$ cat src/rtl/hilo_capture_unit.sv
// ============================================================================
// hilo_capture_unit: HI/LO holding registers behind the shift-add multiplier.
// Optional macro HILO_BYPASS_EN forwards mul_product to reads in the capture cycle.
// Revision: 1.0
// ============================================================================
`default_nettype none

module hilo_capture_unit #(
  parameter int MUL_LATENCY = 34,
  parameter int CNT_W       = 7
) (
  input  logic        clk,
  input  logic        reset,
  input  logic        mul_start,
  input  logic [63:0] mul_product,
  input  logic        mthi,
  input  logic        mtlo,
  input  logic [31:0] wdata,
  input  logic        rd_en,
  input  logic        rd_sel,
  output logic [31:0] rd_data,
  output logic        busy,
  output logic        stall
);

  typedef enum logic [0:0] {
    IDLE = 1'b0,
    WAIT = 1'b1
  } state_t;

  localparam logic [CNT_W-1:0] CNT_LOAD = CNT_W'(MUL_LATENCY - 1);
  localparam logic [CNT_W-1:0] CNT_ONE  = CNT_W'(1);

  state_t           state, state_nxt;
  logic [CNT_W-1:0] cnt, cnt_nxt;
  logic [31:0]      hi, hi_nxt;
  logic [31:0]      lo, lo_nxt;
  logic             cap_cycle;

  always_ff @(posedge clk) begin
    if (reset) begin
      state <= IDLE;
      cnt   <= '0;
      hi    <= '0;
      lo    <= '0;
    end else begin
      state <= state_nxt;
      cnt   <= cnt_nxt;
      hi    <= hi_nxt;
      lo    <= lo_nxt;
    end
  end

  always_comb begin
    state_nxt = state;
    cnt_nxt   = cnt;
    hi_nxt    = hi;
    lo_nxt    = lo;
    case (state)
      IDLE: begin
        if (mul_start) begin
          cnt_nxt   = CNT_LOAD;
          state_nxt = WAIT;
        end else begin
          if (mthi) hi_nxt = wdata;
          if (mtlo) lo_nxt = wdata;
        end
      end
      WAIT: begin
        // A restart abandons the in-flight product, even on the capture edge.
        if (mul_start) begin
          cnt_nxt = CNT_LOAD;
        end else if (cnt == '0) begin
          hi_nxt    = mul_product[63:32];
          lo_nxt    = mul_product[31:0];
          state_nxt = IDLE;
        end else begin
          cnt_nxt = cnt - CNT_ONE;
        end
      end
      default: state_nxt = IDLE;
    endcase
  end

  assign busy      = (state == WAIT);
  assign cap_cycle = busy && (cnt == '0);

`ifdef HILO_BYPASS_EN
  assign stall   = busy & ((rd_en & ~cap_cycle) | mthi | mtlo);
  assign rd_data = cap_cycle ? (rd_sel ? mul_product[63:32] : mul_product[31:0])
                             : (rd_sel ? hi : lo);
`else
  logic unused_cap;
  assign unused_cap = cap_cycle;
  assign stall      = busy & (rd_en | mthi | mtlo);
  assign rd_data    = rd_sel ? hi : lo;
`endif

endmodule

`default_nettype wire

$ cat config.mk
export PLATFORM = sky130hd
export DESIGN_NAME = hilo_capture_unit
export DESIGN_NICKNAME = d
export VERILOG_FILES = /design/src/rtl/hilo_capture_unit.sv
export SDC_FILE = /design/constraint.sdc
export NUM_CORES = 1
export LEC_CHECK = 0
export BUFFER_PORTS_ARGS = -buffer_cell sky130_fd_sc_hd__buf_2
export CORE_ASPECT_RATIO = 0.7
export CORE_MARGIN = 2
export CORE_UTILIZATION = 50
export CTS_CLUSTER_SIZE = 20
export DETAILED_ROUTE_END_ITERATION = 7
export PLACE_DENSITY = 0.8
export SYNTH_ARGS = -nofsm -noshare
export SYNTH_HDL_FRONTEND = slang
export SYNTH_SLANG_ARGS = --single-unit
$ cat constraint.sdc
create_clock -name clk -period 2.3 [get_ports clk]
set_input_delay 0.23 -clock clk [delete_from_list [all_inputs] [get_ports clk]]
set_output_delay 0.23 -clock clk [all_outputs]
set_load 0.03 [all_outputs]
* After elaboration in Yosys (flattened, before gate mapping)
Cells that the tools add are included.
** Storage, ports and cells
- Bits of input ports :: 103
- Output and inout port bits :: 34
- Logic and storage cells :: 39
- Register bits :: 72
** Cells by class
- Add/sub/neg operators :: 1
- Mux-type cells :: 19
- Reductions and logical operators :: 4
- Bitwise logic cells :: 4
- Eq/ne operators :: 7
** Operators with widths (count)
- two-way mux 32 bit :: 9
- case mux 32 bit (2 select lines) :: 2
- two-way mux 7 bit :: 3
- case mux 7 bit (2 select lines) :: 1
- inequality test 2 bit (second input constant) :: 5
- AND reduction 4 bit :: 2
- logical NOT 7 bit :: 1
- subtractor 7 x 1 -> 7 bit (second input constant) :: 1
- two-way mux 1 bit :: 3
- inequality test 3 bit (second input constant) :: 1
- inequality test 2 x 1 -> 1 bit (second input constant) :: 1
- bitwise OR 1 bit :: 2
- case mux 1 bit (2 select lines) :: 1
- AND reduction 2 bit :: 1
- bitwise AND 1 bit :: 1
- NOT 1 bit :: 1

* Logic depth before layout (Yosys ltp)
Gate-level depths: netlist of the first run.
- Depth in word-level cells :: 4
- Depth in mapped cells :: 8
- Gate-level depth less buffers :: 5

* Worst setup path before layout of the first run
OpenSTA, ideal clock, no wires.
- Kind :: reg-to-reg
- From :: register cnt[0]
- To :: register lo[0]
- Stages on the path, launching flop included :: 9
- Slack :: 0.623 ns
- Clock period less this slack :: 1.677 ns
- Path buffers :: 3
- Data required time :: 2.167 ns
- Arrival :: 1.544 ns
- Library setup time :: 0.133 ns
- Path through :: dfxtp_1 -> inv_1 -> ha_1 -> and4bb_1 -> buf_2 -> buf_6 -> buf_4 -> a211oi_1 -> a211oi_2
** Between the ends
- Cells in the longest elaborated chain, start to end :: 3
** RTL lines
- from (decl) :: RTL line 35 : logic [CNT_W-1:0] cnt, cnt_nxt;
- from (signal assigned) :: RTL line 48 : cnt <= cnt_nxt;
- logical NOT 7 bit
- inequality test 2 x 1 -> 1 bit (no line)
- AND reduction 4 bit (no line)
- to (signal assigned) :: RTL line 50 : lo <= lo_nxt;
- to (decl) :: RTL line 37 : logic [31:0] lo, lo_nxt;
No other way between the ends.
A chain may end at the register's enable or synchronous reset.

* Worst setup path after layout of the first run
- From :: register cnt[0]
- To :: register lo[30]
The elaborated chain is that of the path after synthesis.

==> results of run 1 <==
-- power breakdown --
part / internal (mW) / leakage [nW] / total [mW] / switching (mW)
combinational: 0.386 / 1.26 / 0.976 / 0.590
clock: 0.707 / 0.122 / 1.19 / 0.484
sequential: 1.37 / 0.594 / 1.44 / 0.0719
total: 2.46 / 1.97 / 3.61 / 1.15
-- cells in the final DEF, fill, tap and decap left out, types with 3 or more instances in the layout --
cell type	count
buf_4	17
mux2_2	32
a211oi_1	128
nand2_1	4
nor2_1	6
a21oi_1	64
buf_2	136
inv_1	6
or3_1	3
nor2b_1	32
clkbuf_8	10
dfxtp_1	71
-- registers in the layout (all words and copies together), names as in the netlist --
signal / flops
cnt: 7
hi: 32
busy: 1
lo: 32
-- routing by layer --
| layer | track usage (%) | vias up | wire length (um) | share of wire [%] |
|---|---|---|---|---|
| met5 | 0 | - | 0 | 0 |
| met3 | 5.066 | 9 | 866 | 8.0 |
| met2 | 40.12 | 158 | 4901 | 45 |
| met4 | 7.215 | 0 | 103 | 0.95 |
| li1 | - | 1886 | - | - |
| met1 | 35.44 | 1760 | 4920 | 46 |
-- cell type report --
cell class                 instances  area share [%]
clock buffer                      12           3.441
clock inverter                     4           1.527
inverter                           6          0.4657
multi-input combinational        298           45.02
sequential                        72           29.88
tap                               98           2.536
timing repair buffer             154           17.13
-- how the worst max path moves through the flow --
stage | from | endpoint | slack (ns) | cells after the start
3_3_place_gp | cnt[0]$_SDFFE_PP0P_ | lo[25]$_SDFFE_PP0P_ | 0.56 | 6
3_5_place_dp | cnt[0]$_SDFFE_PP0P_ | hi[22]$_SDFFE_PP0P_ | 0.42 | 6
5_1_grt | cnt[0]$_SDFFE_PP0P_ | hi[25]$_SDFFE_PP0P_ | 0.20 | 6
2_1_floorplan | cnt[0]$_SDFFE_PP0P_ | lo[0]$_SDFFE_PP0P_ | 0.62 | 8
4_1_cts | busy$_SDFF_PP0_ | stall | 0.41 | 3
6_report | cnt[0]$_SDFFE_PP0P_ | lo[30]$_SDFFE_PP0P_ | 0.38 | 6
-- stage by stage --
step / hold slack, ns / setup slack [ns]
6_report: 0.2341 / 0.3846
5_1_grt: 0.2364 / 0.1957
4_1_cts: 0.2188 / 0.4054
3_5_place_dp: 0.5009 / 0.4216
3_3_place_gp: 0.4791 / 0.5589
2_1_floorplan: 0.4596 / 0.6226
-- kinds of logic after synthesis --
family          after synthesis
flops                        72
fa+ha+maj                     1
compound gates              208
buf+inv                      58
mux                          33
simple gates                 56
-- tightest hold or removal path, delay by kind of cell --
kind,cells,cell delay (ns)
AO/OA/AOI/OAI,2,0.21
buffers and inverters,1,0.09
==> summary.md, run 1 <==
| Metric | Value |
|---|---|
| Finished Core Util | `roughly two thirds` |
| Detail Placement HPWL | `7456 um` |
| Port Buffers | `around 140` |
| Fraction of layout cells with a size suffix above 1 | `38.46%` |
| Synthesized-area fraction occupied by adder cells | `0.3192%` |
| # Max-Cap Violations | `0` |
| RR Endpoint | `lo[30]$_SDFFE_PP0P_` |
| Final Hold Fails | `0` |
| Fin. max-slew vios | `0` |
| Global route overflow | `0` |
| Worst stage delay on the critical path | `0.41 ns` |
| Top cells by count, synth | `a211oi_1, dfxtp_1, a21oi_1` |
| Die area | `8576 sq um` |
| Ys Warns | `0` |
| Worst skew pair latency | `between 0.3 and 0.4 ns` |
| CTS tree | `yes` |
| Dpl cells | `about 630` |
| FFs w/ async S/R, synth | `0%` |
| CP max-delay cell | `and4bb_2` |
| Register area | `1445 sq um` |
| # diodes | `0` |
| Final setup viols | `0` |
| Max Root-Sink Buffers | `2` |
| Nets | `645` |
| Buf+Inv Stages, Crit Path | `2` |
| Cell taking the most area after synthesis | `dfxtp_1` |
| Max Clk Rate | `around 0.52 GHz` |
| Die width | `109.8 um` |
| Post-synthesis mux area share | `under 10%` |
| Num Clock Sinks | `72` |
| DR WL/cell | `16.76 um` |
| Post-Route WL | `10790 um` |
| Mean post-synth cell area | `9.159 sq um` |
| CTS Hold Bufs | `0` |
| Crit path kind | `flip-flop to flip-flop` |
| Min Tclk post-route | `1.915 ns` |
| Largest net degree at the start of global routing | `54` |
| R2R setup slack | `0.38 ns` |
| Unrepaired setup endpoints after global routing | `no` |
| HP Start | `mul_product[61]` |
| Area contributors post-synth | `dfxtp_1, a211oi_1, mux2_2, a21oi_1, nor2b_1` |
| Worst Reg-to-Reg Cells | `6` |
| Post-CTS Resized | `0` |
| Slew @ Worst Pin | `0.6982 ns` |
| Residual DRC | `0` |
| Compound-cell area share of the yosys netlist | `36.16%` |
| CP dominant cell by count | `a211oi_1` |
| GRT Total Usage | `25.50%` |
| Delay-heaviest family, CP | `buffers and inverters` |
| WP data arrival | `2.17 ns` |
| Total power | `roughly 3.6 mW` |
| Synth Register Bits | `72` |
| Worst min-delay path category | `primary input to flip-flop` |
| Leakage | `~2.0 nW` |
| Main synth FF type | `dfxtp_1` |
| Synth Area in XOR/XNOR | `0%` |
| H-tree Lvls | `3` |
| Hold EP | `hi[29]$_SDFFE_PP0P_` |
| Setup TNS | `0 ns` |
| Std cell rows | `26` |
| Slew headroom | `53.45%` |
| Status | `finished clean` |
| Yosys top cell area share | `36.77%` |
| Starting density of the core | `52.62%` |
| Vias post-DR | `3813` |
| CP Capture Type | `flip-flop` |
| Area of the multi-input gates | `2177 sq um` |
| Post-Synth Simple-Gate Area | `a little under a tenth` |
| Post-CTS setup buffer count | `0` |
| CP Cell Sequence | `inv_1 > ha_1 > and4bb_2 > buf_4 > a211oi_1 > a211oi_1` |
| Clock buffer count from CTS | `9` |
| GPL Wtd Cong | `0.8504` |
| Clock Skew | `approximately 0.0098 ns` |
| Cell Area, Synth | `between 3000 and 4000 sq um` |
| Placement Cell Area | `4596 sq um` |
| Syn_nets | `532` |
| Worst reg2reg path startpoint | `cnt[0]$_SDFFE_PP0P_` |
| Max VDD drop | `375.4 uV` |
| Die height | `78.08 um` |
| Cell area after layout | `just under 5000 sq um` |
| Vias per cell | `5.921` |
| Area growth syn-to-layout | `23.36%` |
| Iter 0 DRT Violations | `170` |
| Required time of the critical path | `about 2.6 ns` |
| 1st-pass router iterations | `5` |
| Period utilization | `roughly 83%` |
| Cell area power density | `about 750 nW/um^2` |
| Final ANT Viol Nets | `0` |
| Core area | `roughly 7400 sq um` |
| Main combinational cell family by area after synthesis | `compound AO/OA/AOI/OAI gates` |
| Initial antenna violation count | `0` |
| Root Buffer | `clkbuf_8` |
| Ports | `137` |
| Non-filler cells, final | `between 600 and 700` |
| Min-Delay Path Depth | `3` |
| First-pass GRT wire length | `17350 um` |
| Cell count after synthesis | `428` |
| Vias in the first global route | `3647` |
| Max FO, Critical Path | `32` |
| Cell with the most instances after synthesis | `a211oi_1` |
| Post-synth EDFFs | `0` |
| Register area share after synthesis | `36.77%` |
| Unique cell type count in the Yosys netlist | `39` |
| Startpoint Class | `flip-flop` |
| Fillers | `between 600 and 700` |
| Clk slew on worst S/H paths | `0.08 ns` |
No activity file was read; power rests on OpenSTA's default activity.
==> run 2, diff against run 1 <==
Clock period 2.3 ns to 1.9 ns, I/O delays scaled along.
==> run 2 against run 1 <==
Non-clock buffer count unchanged; clock skew up 0.0021 ns; core utilization up 0.13 points; clock power up 21%; count of clock-buffer cells in the layout down 3; first-iteration DRC count down 18%; worst setup slack worse by 0.23 ns; combinational power up 22%; fmax up 10%; critical path depth unchanged; die area unchanged; sequential power up 22%.
==> summary.md, run 2 (synthesis gave the netlist of run 1 again) <==
| Metric | Value |
|---|---|
| Status | `finished clean` |
| Largest net degree at the start of global routing | `54` |
| Iter 0 DRT Violations | `140` |
| Worst skew pair latency | `0.35 ns` |
| Fin. max-slew vios | `0` |
| Post-CTS setup buffer count | `0` |
| Setup TNS | `0 ns` |
| Starting density of the core | `52.62%` |
| Die height | `78.08 um` |
| Nets | `645` |
| Vias in the first global route | `3621` |
| Net Sw Frac | `31.63%` |
| Max FO, Critical Path | `34` |
| Crit path kind | `flip-flop to flip-flop` |
| Vias post-DR | `3810` |
| GR peak layer | `met2` |
| First-pass GRT wire length | `around 17000 um` |
| Root Buffer | `clkbuf_8` |
| Max Clk Rate | `0.5745 GHz` |
| Die width | `109.8 um` |
| Post-Route WL | `10780 um` |
| Final Hold Fails | `0` |
| Period utilization | `91.61%` |
| Detail Placement HPWL | `7344 um` |
| Cell area after layout | `around 4800 sq um` |
| Clock power frac | `33.0%` |
| # Max-Cap Violations | `0` |
| Ports | `137` |
| Die area | `8576 sq um` |
| Startpoint Class | `flip-flop` |
| CP Capture Type | `flip-flop` |
| Commonest non-fill, non-tap cells in the layout | `buf_2, a211oi_1, dfxtp_1` |
| Cell area power density | `903.3 nW/um^2` |
| Commonest non-fill, non-tap cell in the layout | `buf_2` |
| Clock Skew | `0.01190 ns` |
| RR Endpoint | `lo[17]$_SDFFE_PP0P_` |
| Initial antenna violation count | `0` |
| WP data arrival | `2.00 ns` |
| Switching power | `1.385 mW` |
| Met1 Usage GRT | `34.60%` |
| Port Buffers | `136` |
| Met3 usage | `under 10%` |
| # diodes | `0` |
| Leakage | `about 2.0 nW` |
| Final setup viols | `0` |
| Met2 usage | `40.12%` |
| Min Tclk post-route | `roughly 1.7 ns` |
| Vias per cell | `5.925` |
| Slew @ Worst Pin | `0.4452 ns` |
| Num Clock Sinks | `just over 70` |
| Min-Delay Path Depth | `3` |
| Fraction of layout cells with a size suffix above 1 | `38.72%` |
| Max VDD drop | `480.5 uV` |
| Global route overflow | `0` |
| CTS tree | `yes` |
| Required time of the critical path | `2.16 ns` |
| H-tree Lvls | `3` |
| R2R setup slack | `about 0.16 ns` |
| DR WL/cell | `between 15 and 20 um` |
| HP Start | `mul_product[41]` |
| Unrepaired setup endpoints after global routing | `no` |
| Core area | `around 7400 sq um` |
| Power share of the combinational group | `27.1%` |
| Final ANT Viol Nets | `0` |
| Worst reg2reg path startpoint | `cnt[0]$_SDFFE_PP0P_` |
| Std cell rows | `26` |
| Slew headroom | `a little over two thirds` |
| GPL Wtd Cong | `around 0.86` |
| Residual DRC | `0` |
| Regs by FF count | `hi: 32 flops, lo: 32 flops, cnt: 7 flops` |
| Max Root-Sink Buffers | `2` |
| Power Internal | `2.993 mW` |
| Area growth syn-to-layout | `23.62%` |
| Worst min-delay path category | `primary input to flip-flop` |
| Clk slew on worst S/H paths | `0.08 ns` |
| GRT Total Usage | `around 25%` |
| Sequential fraction of design power | `39.9%` |
| Clock buffer count from CTS | `9` |
| 1st-pass router iterations | `4` |
| Worst Reg-to-Reg Cells | `6` |
| Placement Cell Area | `4608 sq um` |
| Hold EP | `hi[9]$_SDFFE_PP0P_` |
[run 2: cell types whose count changed in the layout (fill, tap and decap cells not counted), sizes merged]
cell	before	now
bufinv	2	3
clkbuf	12	9
clkinv	2	3
[run 2: stage by stage]
stage / hold slack (ns) / power (mW) / util (%) / worst slack [ns] / std cells
detailed placement: 0.5075 / 2.951 / 61.86 / 0.1183 / 628
global placement: 0.4796 / 2.914 / 61.86 / 0.2381 / 628
floorplan: 0.4331 / 2.623 / - / 0.2226 / 428
finish: 0.1814 / 4.377 / 65.05 / 0.1595 / 643
CTS: 0.1822 / 4.385 / 64.98 / 0.09053 / 643
global route: 0.1901 / 4.571 / 65.05 / 0.03681 / 643
[run 2: how the worst max path moves through the flow]
stage / start / to / slack, ns / depth (start not counted)
2_1_floorplan: cnt[0]$_SDFFE_PP0P_ / lo[0]$_SDFFE_PP0P_ / 0.22 / 8
3_3_place_gp: cnt[0]$_SDFFE_PP0P_ / lo[16]$_SDFFE_PP0P_ / 0.24 / 6
5_1_grt: cnt[0]$_SDFFE_PP0P_ / hi[27]$_SDFFE_PP0P_ / 0.04 / 6
4_1_cts: busy$_SDFF_PP0_ / stall / 0.09 / 3
3_5_place_dp: cnt[0]$_SDFFE_PP0P_ / lo[18]$_SDFFE_PP0P_ / 0.12 / 6
6_report: cnt[0]$_SDFFE_PP0P_ / lo[17]$_SDFFE_PP0P_ / 0.16 / 6
[run 2: what timing repair did]
| action | CTS | global route |
|---|---|---|
| hold buffers | 0 | 0 |
| resized for setup | 0 | 2 |
| endpoints found under the setup margin | 0 | 3 |
[run 2: critical path: stages, from the launching register on]
cell and delay, ns:
dfxtp_2 0.35, inv_1 0.07, ha_1 0.21, and4bb_2 0.29, buf_4 0.35, a211oi_1 0.14, a211oi_1 0.23
[run 2: area by class of cell]
| type | count | area, sq um |
|---|---|---|
| clock buffer | 9 | 123.9 |
| clock inverter | 6 | 108.9 |
| fill | 616 | 2604 |
| inverter | 6 | 22.52 |
| multi-input combinational | 298 | 2177 |
| sequential | 72 | 1446 |
| tap | 98 | 122.6 |
| timing repair buffer | 154 | 844.6 |
[run 2: per-layer routing]
metal  vias to the layer above  share of wire [%]
li1                       1877                  -
met1                      1791                 49
met2                       134                 45
met3                         8                6.0
met4                         0               0.65
met5                         -                  0
[run 2: power by group through the flow]
stage / sequential [mW] / clock, mW / combinational (mW)
after CTS: 1.74 / 1.46 / 1.18
after global placement: 1.77 / 0 / 1.15
final: 1.75 / 1.44 / 1.19
after floorplan: 1.75 / 0 / 0.873
after detailed placement: 1.78 / 0 / 1.17
after global routing: 1.76 / 1.52 / 1.29
==> run 3, diff against run 2 <==
Settings changed: ABC_AREA set to 1, CORE_UTILIZATION 50 to 51.
==> run 3 against run 2 <==
The run now ends with design-rule violations left; critical path type is now flip-flop to output port; critical endpoint is now stall; total power up 11%; flip-flop and latch count unchanged; largest power group is now clock; largest cell class unchanged; die area grew 5.7%.
==> summary.md, run 3 <==
| Metric | Value |
|---|---|
| Post-synth EDFFs | `0` |
| GRT Total Usage | `23.66%` |
| Detail Placement HPWL | `7172 um` |
| Residual DRC | `8` |
| DP Worst Slack | `around 0.21 ns` |
| Vias per cell | `5.108` |
| Switching power | `1.439 mW` |
| Min Tclk post-route | `1.742 ns` |
| Syn_nets | `806` |
| Final setup viols | `0` |
| CP Cell Sequence | `inv_2 > buf_4 > nor2_1 > buf_2` |
| CTS Hold Bufs | `0` |
| Cell area power density | `923.4 nW/um^2` |
| Port Buffers | `roughly 140` |
| CP Capture Type | `output port` |
| Vias in the first global route | `roughly 4000` |
| Net Sw Frac | `between 20% and 30%` |
| Worst stage delay on the critical path | `approximately 0.54 ns` |
| Crit path kind | `flip-flop to output port` |
| CP max-delay cell | `dfxtp_2` |
| Area contributors post-synth | `dfxtp_1, nand2_1, a21oi_1, nor2_1, nand3b_1` |
| Max FO, Critical Path | `34` |
| Fin. max-slew vios | `0` |
| Max Root-Sink Buffers | `2` |
| Largest net degree at the start of global routing | `75` |
| Nets | `914` |
| Min-Delay Path Depth | `2` |
| WP data arrival | `1.55 ns` |
| Cell taking the most area after synthesis | `dfxtp_1` |
| Die height | `80.26 um` |
| Commonest non-fill, non-tap cells in the layout | `nand2_1, buf_2, nor2_1` |
| GPL Wtd Cong | `0.8398` |
| Worst skew pair latency | `between 0.3 and 0.4 ns` |
| Root Buffer | `clkbuf_16` |
| Cell area after layout | `about 5300 sq um` |
| Total power | `4.859 mW` |
| Sequential fraction of design power | `a little over a third` |
| Die width | `112.9 um` |
| Synth Register Bits | `72` |
| Main synth FF type | `dfxtp_1` |
| Clock buffer count from CTS | `9` |
| Slew headroom | `65.37%` |
| Unrepaired setup endpoints after global routing | `no` |
| Starting density of the core | `around 53%` |
| Top cells by count, synth | `nand2_1, nor2_1, dfxtp_1` |
| Cell with the most instances after synthesis | `nand2_1` |
| Initial antenna violation count | `0` |
| First-pass GRT wire length | `17640 um` |
| Std cell rows | `27` |
| Worst min-delay path category | `primary input to flip-flop` |
| Yosys top cell area share | `34.02%` |
| Slew @ Worst Pin | `0.5187 ns` |
| Required time of the critical path | `1.71 ns` |
| Cell Area, Synth | `4237 sq um` |
| H-tree Lvls | `3` |
| Post-CTS setup buffer count | `0` |
| Ports | `around 140` |
| Die area | `roughly 9000 sq um` |
| Ys Warns | `0` |
| Non-filler cells, final | `916` |
| Register area share after synthesis | `34.02%` |
| DR WL/cell | `between 10 and 15 um` |
| Num Clock Sinks | `between 70 and 80` |
| Power share of the combinational group | `between 20% and 30%` |
| Max VDD drop | `~520 uV` |
| Iter 0 DRT Violations | `around 320` |
| Global route overflow | `0` |
| Regs by FF count | `hi: 32 flops, lo: 32 flops, cnt: 7 flops` |
| Status | `finished, violations left` |
| Final ANT Viol Nets | `0` |
| Startpoint Class | `flip-flop` |
| Leakage | `2.874 nW` |
| Post-Route WL | `10670 um` |
| FFs w/ async S/R, synth | `0%` |
| 1st-pass router iterations | `7` |
| Cell count after synthesis | `between 700 and 800` |
| Setup TNS | `0 ns` |
| Fillers | `722` |
| Mean post-synth cell area | `6.035 sq um` |
| CTS tree | `yes` |
| Dpl cells | `900` |
| Area growth syn-to-layout | `24.22%` |
| Clock power frac | `39.5%` |
| Commonest non-fill, non-tap cell in the layout | `nand2_1` |
| Power Internal | `3.421 mW` |
| Fraction of layout cells with a size suffix above 1 | `20.86%` |
| Vias post-DR | `4679` |
| Clock Skew | `0.005638 ns` |
| Worst setup margin | `~0.16 ns` |
| # diodes | `0` |
| Core area | `7973 sq um` |
| Unique cell type count in the Yosys netlist | `21` |
| Placement Cell Area | `4912 sq um` |
| Clk slew on worst S/H paths | `approximately 0.05 ns` |
| Max Clk Rate | `approximately 0.57 GHz` |
| Worst Reg-to-Reg Cells | `8` |
| Violated checks | `design-rule violations` |
| # Max-Cap Violations | `0` |
| Final Hold Fails | `0` |
| Period utilization | `91.70%` |
run 3: worst paths after layout:
kind | startpoint | end | slack [ns]
hold reg to reg | cnt[6]$_SDFFE_PP0P_ | cnt[6]$_SDFFE_PP0P_ | 0.47
setup / recovery | busy$_SDFF_PP0_ | stall | 0.16
hold / removal | reset | busy$_SDFF_PP0_ | 0.08
setup reg to reg | cnt[0]$_SDFFE_PP0P_ | lo[16]$_SDFFE_PP0P_ | 0.16
run 3: final cells by class:
cell class	count	area, sq um	area share [%]
flip-flops and latches	72	1443	27.41
well taps	101	126.4	2.401
clock inverters	5	103.9	1.973
inverters	46	172.7	3.281
repair buffers	147	817.0	15.53
multi-input cells	534	2357	44.79
clock buffers	11	242.7	4.612
run 3: cell families (layout without fill, tap and decap cells):
logic type	after synthesis	in the layout	share of synthesized area, %
buffers and inverters	96	209	10.63
xor gates and xnor gates	1	1	0.2068
adders and majority gates	1	1	0.2953
and+or+nand+nor	429	429	42.56
AOI/OAI and AO/OA	103	103	12.29
DFF	72	72	34.02
run 3: per-stage QoR:
stage	hold slack (ns)	utilization, %
2_1_floorplan	0.2591	-
3_3_place_gp	0.4062	61.61
3_5_place_dp	0.4135	61.61
4_1_cts	0.07428	65.96
5_1_grt	0.08043	66.01
6_report	0.08285	66.01
run 3: critical path, delay by kind of cell (launching register included):
kind                   cells  cell delay, ns
AND/OR/NAND/NOR            1            0.15
buffers and inverters      3            0.54
flip-flops                 1            0.54
run 3: what timing repair did:
item                                    in CTS  in global routing
endpoints found under the setup margin       0                  1
endpoints found under the hold margin        0                  0
gates resized for setup                      0                  1
run 3: metal layers:
metal	vias up	GRT usage, %	wire length (um)
li1	2425	-	-
met1	2071	29.79	4948
met2	165	41.57	4858
met3	18	4.226	705
met4	0	7.439	162
met5	-	0	0
run 3: power groups by stage:
stage	logic, mW	clock network (mW)	registers (mW)
2_1_floorplan	0.883	0	1.74
3_3_place_gp	1.16	0	1.75
3_5_place_dp	1.20	0	1.76
4_1_cts	1.21	1.96	1.73
5_1_grt	1.36	2.03	1.74
6_report	1.21	1.92	1.73
